$ cat config.mk
export PLATFORM = sky130hd
export DESIGN_NAME = pipeline_stage_register_flat
export DESIGN_NICKNAME = d
export VERILOG_FILES = /design/src/rtl/pipeline_stage_register_pkg.sv /design/src/rtl/pipeline_stage_register_if.sv /design/src/rtl/pipeline_stage_register_sat_counter.sv /design/src/rtl/pipeline_stage_register.sv /design/src/flat_wrapper.sv
export SDC_FILE = /design/constraint.sdc
export NUM_CORES = 1
export LEC_CHECK = 0
export CAP_MARGIN = 25
export CORE_MARGIN = 10
export CORE_UTILIZATION = 45
export CTS_CLUSTER_DIAMETER = 120
export CTS_CLUSTER_SIZE = 40
export DETAILED_ROUTE_END_ITERATION = 7
export PLACE_DENSITY = 0.93
export REMOVE_ABC_BUFFERS = 1
export SYNTH_ARGS = -nofsm -noshare
export SYNTH_HDL_FRONTEND = slang
export SYNTH_SLANG_ARGS = --single-unit
export TNS_END_PERCENT = 30
$ cat constraint.sdc
create_clock -name clk -period 5.7 [get_ports clk]
set_clock_uncertainty 0.15 [all_clocks]
set_input_delay 0.57 -clock clk [delete_from_list [all_inputs] [get_ports clk]]
set_output_delay 0.57 -clock clk [all_outputs]
set_load 0.02 [all_outputs]
$ cat src/rtl/pipeline_stage_register_pkg.sv
// Shared CPU datapath definitions: hazard-control encoding and default stage payload widths.
package pipeline_stage_register_pkg;

   typedef enum logic [1:0] {
      CTRL_NONE  = 2'd0,
      CTRL_STALL = 2'd1,
      CTRL_FLUSH = 2'd2
   } ctrl_e;

   localparam int IF_ID_W  = 64;
   localparam int ID_EX_W  = 128;
   localparam int EX_MEM_W = 104;
   localparam int MEM_WB_W = 72;

   // Flush outranks stall when the hazard unit raises both.
   function automatic ctrl_e encode_ctrl(input logic stall, input logic flush);
      if (flush)
         return CTRL_FLUSH;
      else if (stall)
         return CTRL_STALL;
      else
         return CTRL_NONE;
   endfunction

endpackage

$ cat src/rtl/pipeline_stage_register_if.sv
// Stage bus: upstream valid/ready, downstream valid/ready, hazard controls and stall counter.
interface pipeline_stage_register_if
   import pipeline_stage_register_pkg::*;
#(
   parameter int DATA_W = IF_ID_W,
   parameter int CNT_W  = 16
);
   // A beat moves on a rising edge where valid && ready; valid never waits on ready.
   logic              in_valid;
   logic [DATA_W-1:0] in_data;
   logic              in_ready;
   logic              out_valid;
   logic [DATA_W-1:0] out_data;
   logic              out_ready;
   logic              stall;
   logic              flush;
   logic [CNT_W-1:0]  stall_count;

   modport master (
      output in_valid, in_data, out_ready, stall, flush,
      input  in_ready, out_valid, out_data, stall_count
   );

   modport slave (
      input  in_valid, in_data, out_ready, stall, flush,
      output in_ready, out_valid, out_data, stall_count
   );

endinterface

$ cat src/rtl/pipeline_stage_register_sat_counter.sv
// Saturating up-counter; sticks at all-ones until reset.
module sat_counter #(
   parameter int CNT_W = 16
) (
   input  logic             clk,
   input  logic             rst,
   input  logic             en,
   output logic [CNT_W-1:0] count
);

   always_ff @(posedge clk or posedge rst) begin
      if (rst)
         count <= '0;
      else if (en && (count != {CNT_W{1'b1}}))
         count <= count + CNT_W'(1);
   end

endmodule

$ cat src/rtl/pipeline_stage_register.sv
// Pipeline stage register with stall/flush and a saturating stall counter.
// Define PIPELINE_STAGE_SKID_EN for a two-entry skid buffer with registered in_ready.
module pipeline_stage_register
   import pipeline_stage_register_pkg::*;
#(
   parameter int                DATA_W     = IF_ID_W,
   parameter logic [DATA_W-1:0] BUBBLE_VAL = '0,
   parameter int                CNT_W      = 16
) (
   input logic                     clk,
   input logic                     rst,
   pipeline_stage_register_if.slave bus
);

   ctrl_e             ctrl;
   logic              main_valid;
   logic [DATA_W-1:0] main_data;
   logic              skid_valid;
   logic [DATA_W-1:0] skid_data;
   logic              in_fire;
   logic              out_fire;
   logic              main_free;

   assign ctrl          = encode_ctrl(bus.stall, bus.flush);
   assign bus.out_valid = main_valid && (ctrl == CTRL_NONE);
   assign bus.out_data  = main_data;
   assign out_fire      = bus.out_valid && bus.out_ready;
   assign main_free     = !main_valid || out_fire;
   assign in_fire       = bus.in_valid && bus.in_ready && (ctrl == CTRL_NONE);

`ifdef PIPELINE_STAGE_SKID_EN
   // Ready depends only on the skid flop, breaking the out_ready -> in_ready path.
   assign bus.in_ready = (ctrl == CTRL_FLUSH) || ((ctrl == CTRL_NONE) && !skid_valid);

   always_ff @(posedge clk or posedge rst) begin
      if (rst) begin
         skid_valid <= 1'b0;
         skid_data  <= BUBBLE_VAL;
      end else begin
         case (ctrl)
            CTRL_FLUSH: skid_valid <= 1'b0;
            CTRL_STALL: begin end
            default: begin
               if (main_free)
                  skid_valid <= 1'b0;
               else if (in_fire) begin
                  skid_valid <= 1'b1;
                  skid_data  <= bus.in_data;
               end
            end
         endcase
      end
   end
`else
   assign bus.in_ready = (ctrl == CTRL_FLUSH) ||
                         ((ctrl == CTRL_NONE) && (bus.out_ready || !main_valid));
   assign skid_valid   = 1'b0;
   assign skid_data    = BUBBLE_VAL;
`endif

   // A flush accepts and drops the incoming beat; a stall freezes everything.
   always_ff @(posedge clk or posedge rst) begin
      if (rst) begin
         main_valid <= 1'b0;
         main_data  <= BUBBLE_VAL;
      end else begin
         case (ctrl)
            CTRL_FLUSH: begin
               main_valid <= 1'b0;
               main_data  <= BUBBLE_VAL;
            end
            CTRL_STALL: begin end
            default: begin
               if (main_free) begin
                  if (skid_valid) begin
                     main_valid <= 1'b1;
                     main_data  <= skid_data;
                  end else if (in_fire) begin
                     main_valid <= 1'b1;
                     main_data  <= bus.in_data;
                  end else begin
                     main_valid <= 1'b0;
                  end
               end
            end
         endcase
      end
   end

   sat_counter #(.CNT_W(CNT_W)) u_stall_cnt (
      .clk   (clk),
      .rst   (rst),
      .en    (bus.stall),
      .count (bus.stall_count)
   );

endmodule

$ cat src/flat_wrapper.sv
// flat-port wrapper written by rule: the top's interface ports become plain ports
module pipeline_stage_register_flat import pipeline_stage_register_pkg::*;
#(
   parameter int                DATA_W     = IF_ID_W,
   parameter logic [DATA_W-1:0] BUBBLE_VAL = '0,
   parameter int                CNT_W      = 16
)
  (clk, rst, bus_in_valid, bus_in_data, bus_out_ready, bus_stall, bus_flush, bus_in_ready, bus_out_valid, bus_out_data, bus_stall_count);
  pipeline_stage_register_if #(.DATA_W(DATA_W), .CNT_W(CNT_W)) bus_i ();
  input logic clk;
  input logic rst;
  input wire logic [$bits(bus_i.in_valid)-1:0] bus_in_valid;
  input wire logic [$bits(bus_i.in_data)-1:0] bus_in_data;
  input wire logic [$bits(bus_i.out_ready)-1:0] bus_out_ready;
  input wire logic [$bits(bus_i.stall)-1:0] bus_stall;
  input wire logic [$bits(bus_i.flush)-1:0] bus_flush;
  output wire logic [$bits(bus_i.in_ready)-1:0] bus_in_ready;
  output wire logic [$bits(bus_i.out_valid)-1:0] bus_out_valid;
  output wire logic [$bits(bus_i.out_data)-1:0] bus_out_data;
  output wire logic [$bits(bus_i.stall_count)-1:0] bus_stall_count;
  assign bus_i.in_valid = bus_in_valid;
  assign bus_i.in_data = bus_in_data;
  assign bus_i.out_ready = bus_out_ready;
  assign bus_i.stall = bus_stall;
  assign bus_i.flush = bus_flush;
  assign bus_in_ready = bus_i.in_ready;
  assign bus_out_valid = bus_i.out_valid;
  assign bus_out_data = bus_i.out_data;
  assign bus_stall_count = bus_i.stall_count;
  pipeline_stage_register #(.DATA_W(DATA_W), .BUBBLE_VAL(BUBBLE_VAL), .CNT_W(CNT_W)) u_core (.clk(clk), .rst(rst), .bus(bus_i));
endmodule
==> flow_summary.yaml <==
synth:
  avgSynthCellArea_um2: 9.27
  yosysWarnings: 0
  synth_top_cell_by_area: "dfrtp_1"
  synthTopCellsByCount: "nand2_1, dfrtp_1, a21oi_1"
  ys_seq_area_frac: 0.598
  syn_inst: 366
  synth_cell_type_count: 29
  synthArstFlopShare: 1.00
  synth_edf_count: 0
  synth_top_area_share: 0.598
  synth.most_common_cell: "nand2_1"
  synth_ff_type: "dfrtp_1"
  ys_top_cells_by_area: "dfrtp_1, nand2_1, a21oi_1"
  syn_area_mm2: 0.00339
  ys_ff_latch: 81
run:
  cap_violations: 0
cells_and_area:
  fin_util: 0.716
  fin_nets: 583
  fin_area_mm2: 0.00522
  fillCellCount: 583
  diodes: 0
  syn_to_final_growth_pct: 53.9
  drive_above_1_share: 0.0523
power_and_ir_drop:
  powerDensity_mw_per_mm2: 277
  switching_share: 0.282
  p_leak_nw: 2.23
  netSwitchingPower_w: 0.000408
  p_comb_frac: 0.229
  intPower_w: 0.00104
  ir_worst_vdd_uv: 212
  pwr-share-seq: 0.463
  clockPowerShare: 0.308
  power_w: 0.00145
placement:
  dpl-instance-area_mm2: 0.00498
  place_congestion: 0.844
  numPortBuffers: 151
  hpwl_um: 7970
route:
  wl_um: 10700
  ant_nets: 0
  drc: 0
  routedWlPerCell_um: 17.3
  vias_per_cell: 5.15
  initialDrtViolationCount: 157
  num_vias: 3168
  dr.pass1.iters: 5
global_route:
  overflow: 0
  antenna_found_initial: 1
  grt_start_max_net_pins: 82
  grt_pass1_wl_um: 16800
  grt_pass1_vias: 3221
  grt_usage: 0.182
worst_setup_path:
  r2r_cells: 5
  cp_top_family: "buffers and inverters"
  crit_arrival_ps: 2100
  worstPathRequired_ps: 4980
  critPathCaptureType: "output pin"
  crit_path_frequent_cell: "clkdlybuf4s50_1"
  critPathMaxStageDelay_ps: 650
  crit_path_start_kind: "input port"
  path_buf_inv: 2
  r2r_slack_ps: 3710
  r2r_start: "u_core.main_valid"
  critical_path.slowest_cell: "clkdlybuf4s50_1"
  r2r-end: "u_core.bus.out_data[63]"
  critPathKind: "input port to output pin"
  crit_path_cell_trace: "clkdlybuf4s50_1 -> nor3b_1 -> clkdlybuf4s50_1"
  critPathMaxFanout: 11
clock_tree:
  cts_sinks: 81
  clock_latency_ps: 330
  cts_buffers: 9
  clk_pin_slew_ps: 70
  cts.repair.resized: 0
  clk_path_buf_depth: 2
  cts_tree: "done"
  hold_buffers: 0
  cts.htree.levels: 3
  cts_setup_buffers: 0
  root_buffer: "clkbuf_8"
hold_path:
  min_path_type: "flop to flop"
  min_path_cells: 2
  hold_start: "u_core.bus.out_data[45]"
  min_to: "u_core.bus.out_data[45]"
floorplan:
  num_rows: 31
  die_width_um: 107
  initial_core_util: 0.465
  dieArea_mm2: 0.0114
  die_h_um: 107
  ios: 152
  core_area_mm2: 0.00729
timing:
  report.final.slew_viol_count: 0
  worstMarginPinSlew_ps: 679
  final-hold-violation-count: 0
  tns_ps: 0
  slew_headroom: 0.547
  clock.fmax_mhz: 354
  rsz0062_at_grt: "false"
  post-route-min-period_ps: 2820
  finalSetupViolCount: 0
  period_share: 0.495
outcome:
  outcome: "completed"
sequential cells by signal, summed over array words and instances, names as in the netlist:
| signal | flops |
|---|---|
| u_core.bus.out_data | 64 |
| u_core.main_valid | 1 |
| u_core.u_stall_cnt.count | 16 |
metrics by stage:
step,hold slack [ps],std cells,worst slack [ps]
2_1_floorplan,366,345,2900
3_3_place_gp,350,598,2790
3_5_place_dp,364,599,2830
4_1_cts,373,614,2840
5_1_grt,383,615,2790
6_report,370,615,2880
area by class of cell:
| type | instances | area [um^2] | area share |
|---|---|---|---|
| clock buffer | 12 | 145 | 0.0278 |
| timing repair buffer | 156 | 1580 | 0.302 |
| clock inverter | 3 | 65.1 | 0.0125 |
| tap | 99 | 124 | 0.0237 |
| sequential | 81 | 2030 | 0.388 |
| inverter | 3 | 12.5 | 0.00240 |
| multi-input combinational | 261 | 1270 | 0.243 |
worst max path at each step:
stage	start	endpoint	slack (ps)	depth (start not counted)
3_5_place_dp	bus_stall	bus_out_valid	2830	3
5_1_grt	bus_stall	bus_out_valid	2790	3
3_3_place_gp	bus_stall	u_core.bus.out_data[9]	2790	5
4_1_cts	bus_stall	bus_out_valid	2840	3
2_1_floorplan	rst	u_core.bus.out_data[0]	2900	1
6_report	bus_stall	bus_out_valid	2880	3
metal layers:
metal | wire, um | up-vias | track usage
met5 | 20 | - | 0
met4 | 205 | 2 | 0.0696
met3 | 891 | 20 | 0.0665
met2 | 5300 | 129 | 0.315
met1 | 4240 | 1525 | 0.199
li1 | - | 1492 | -
worst register-to-register path: cells and delay by family (launching register included):
kind / cells / cell delay, ps
DFF: 1 / 380
AOI/OAI and AO/OA: 1 / 180
and+or+nand+nor: 3 / 930
buffers and inverters: 1 / 270
power groups by stage:
| stage | Sequential, W | Combinational, W | Clock (W) |
|---|---|---|---|
| floorplan | 0.000728 | 0.0000917 | 0 |
| global placement | 0.000677 | 0.000322 | 0 |
| detailed placement | 0.000679 | 0.000332 | 0 |
| CTS | 0.000669 | 0.000333 | 0.000458 |
| global route | 0.000678 | 0.000357 | 0.000480 |
| finish | 0.000670 | 0.000332 | 0.000446 |
cells in the final DEF, fill, tap and decap left out, types with 2 or more instances in the layout:
cell,instances
o31ai_1,2
buf_4,3
bufinv_16,2
clkbuf_8,10
a21oi_1,70
dfrtp_1,81
clkbuf_1,2
nand3_1,6
xor2_1,13
clkinv_2,2
nand2_1,137
and4_1,3
inv_1,2
nor4_1,3
nand4_1,4
nor3_1,2
nor2_1,6
clkdlybuf4s50_1,150
cells by family after synthesis:
| kind of cell | count (synthesis) | synth area share |
|---|---|---|
| buf+inv | 24 | 0.0295 |
| compound gates | 77 | 0.121 |
| mux | 1 | 0.00443 |
| xor+xnor | 13 | 0.0336 |
| flops | 81 | 0.598 |
| simple gates | 169 | 0.211 |
| fa+ha+maj | 1 | 0.00369 |
(Power assumes the default switching activity.)
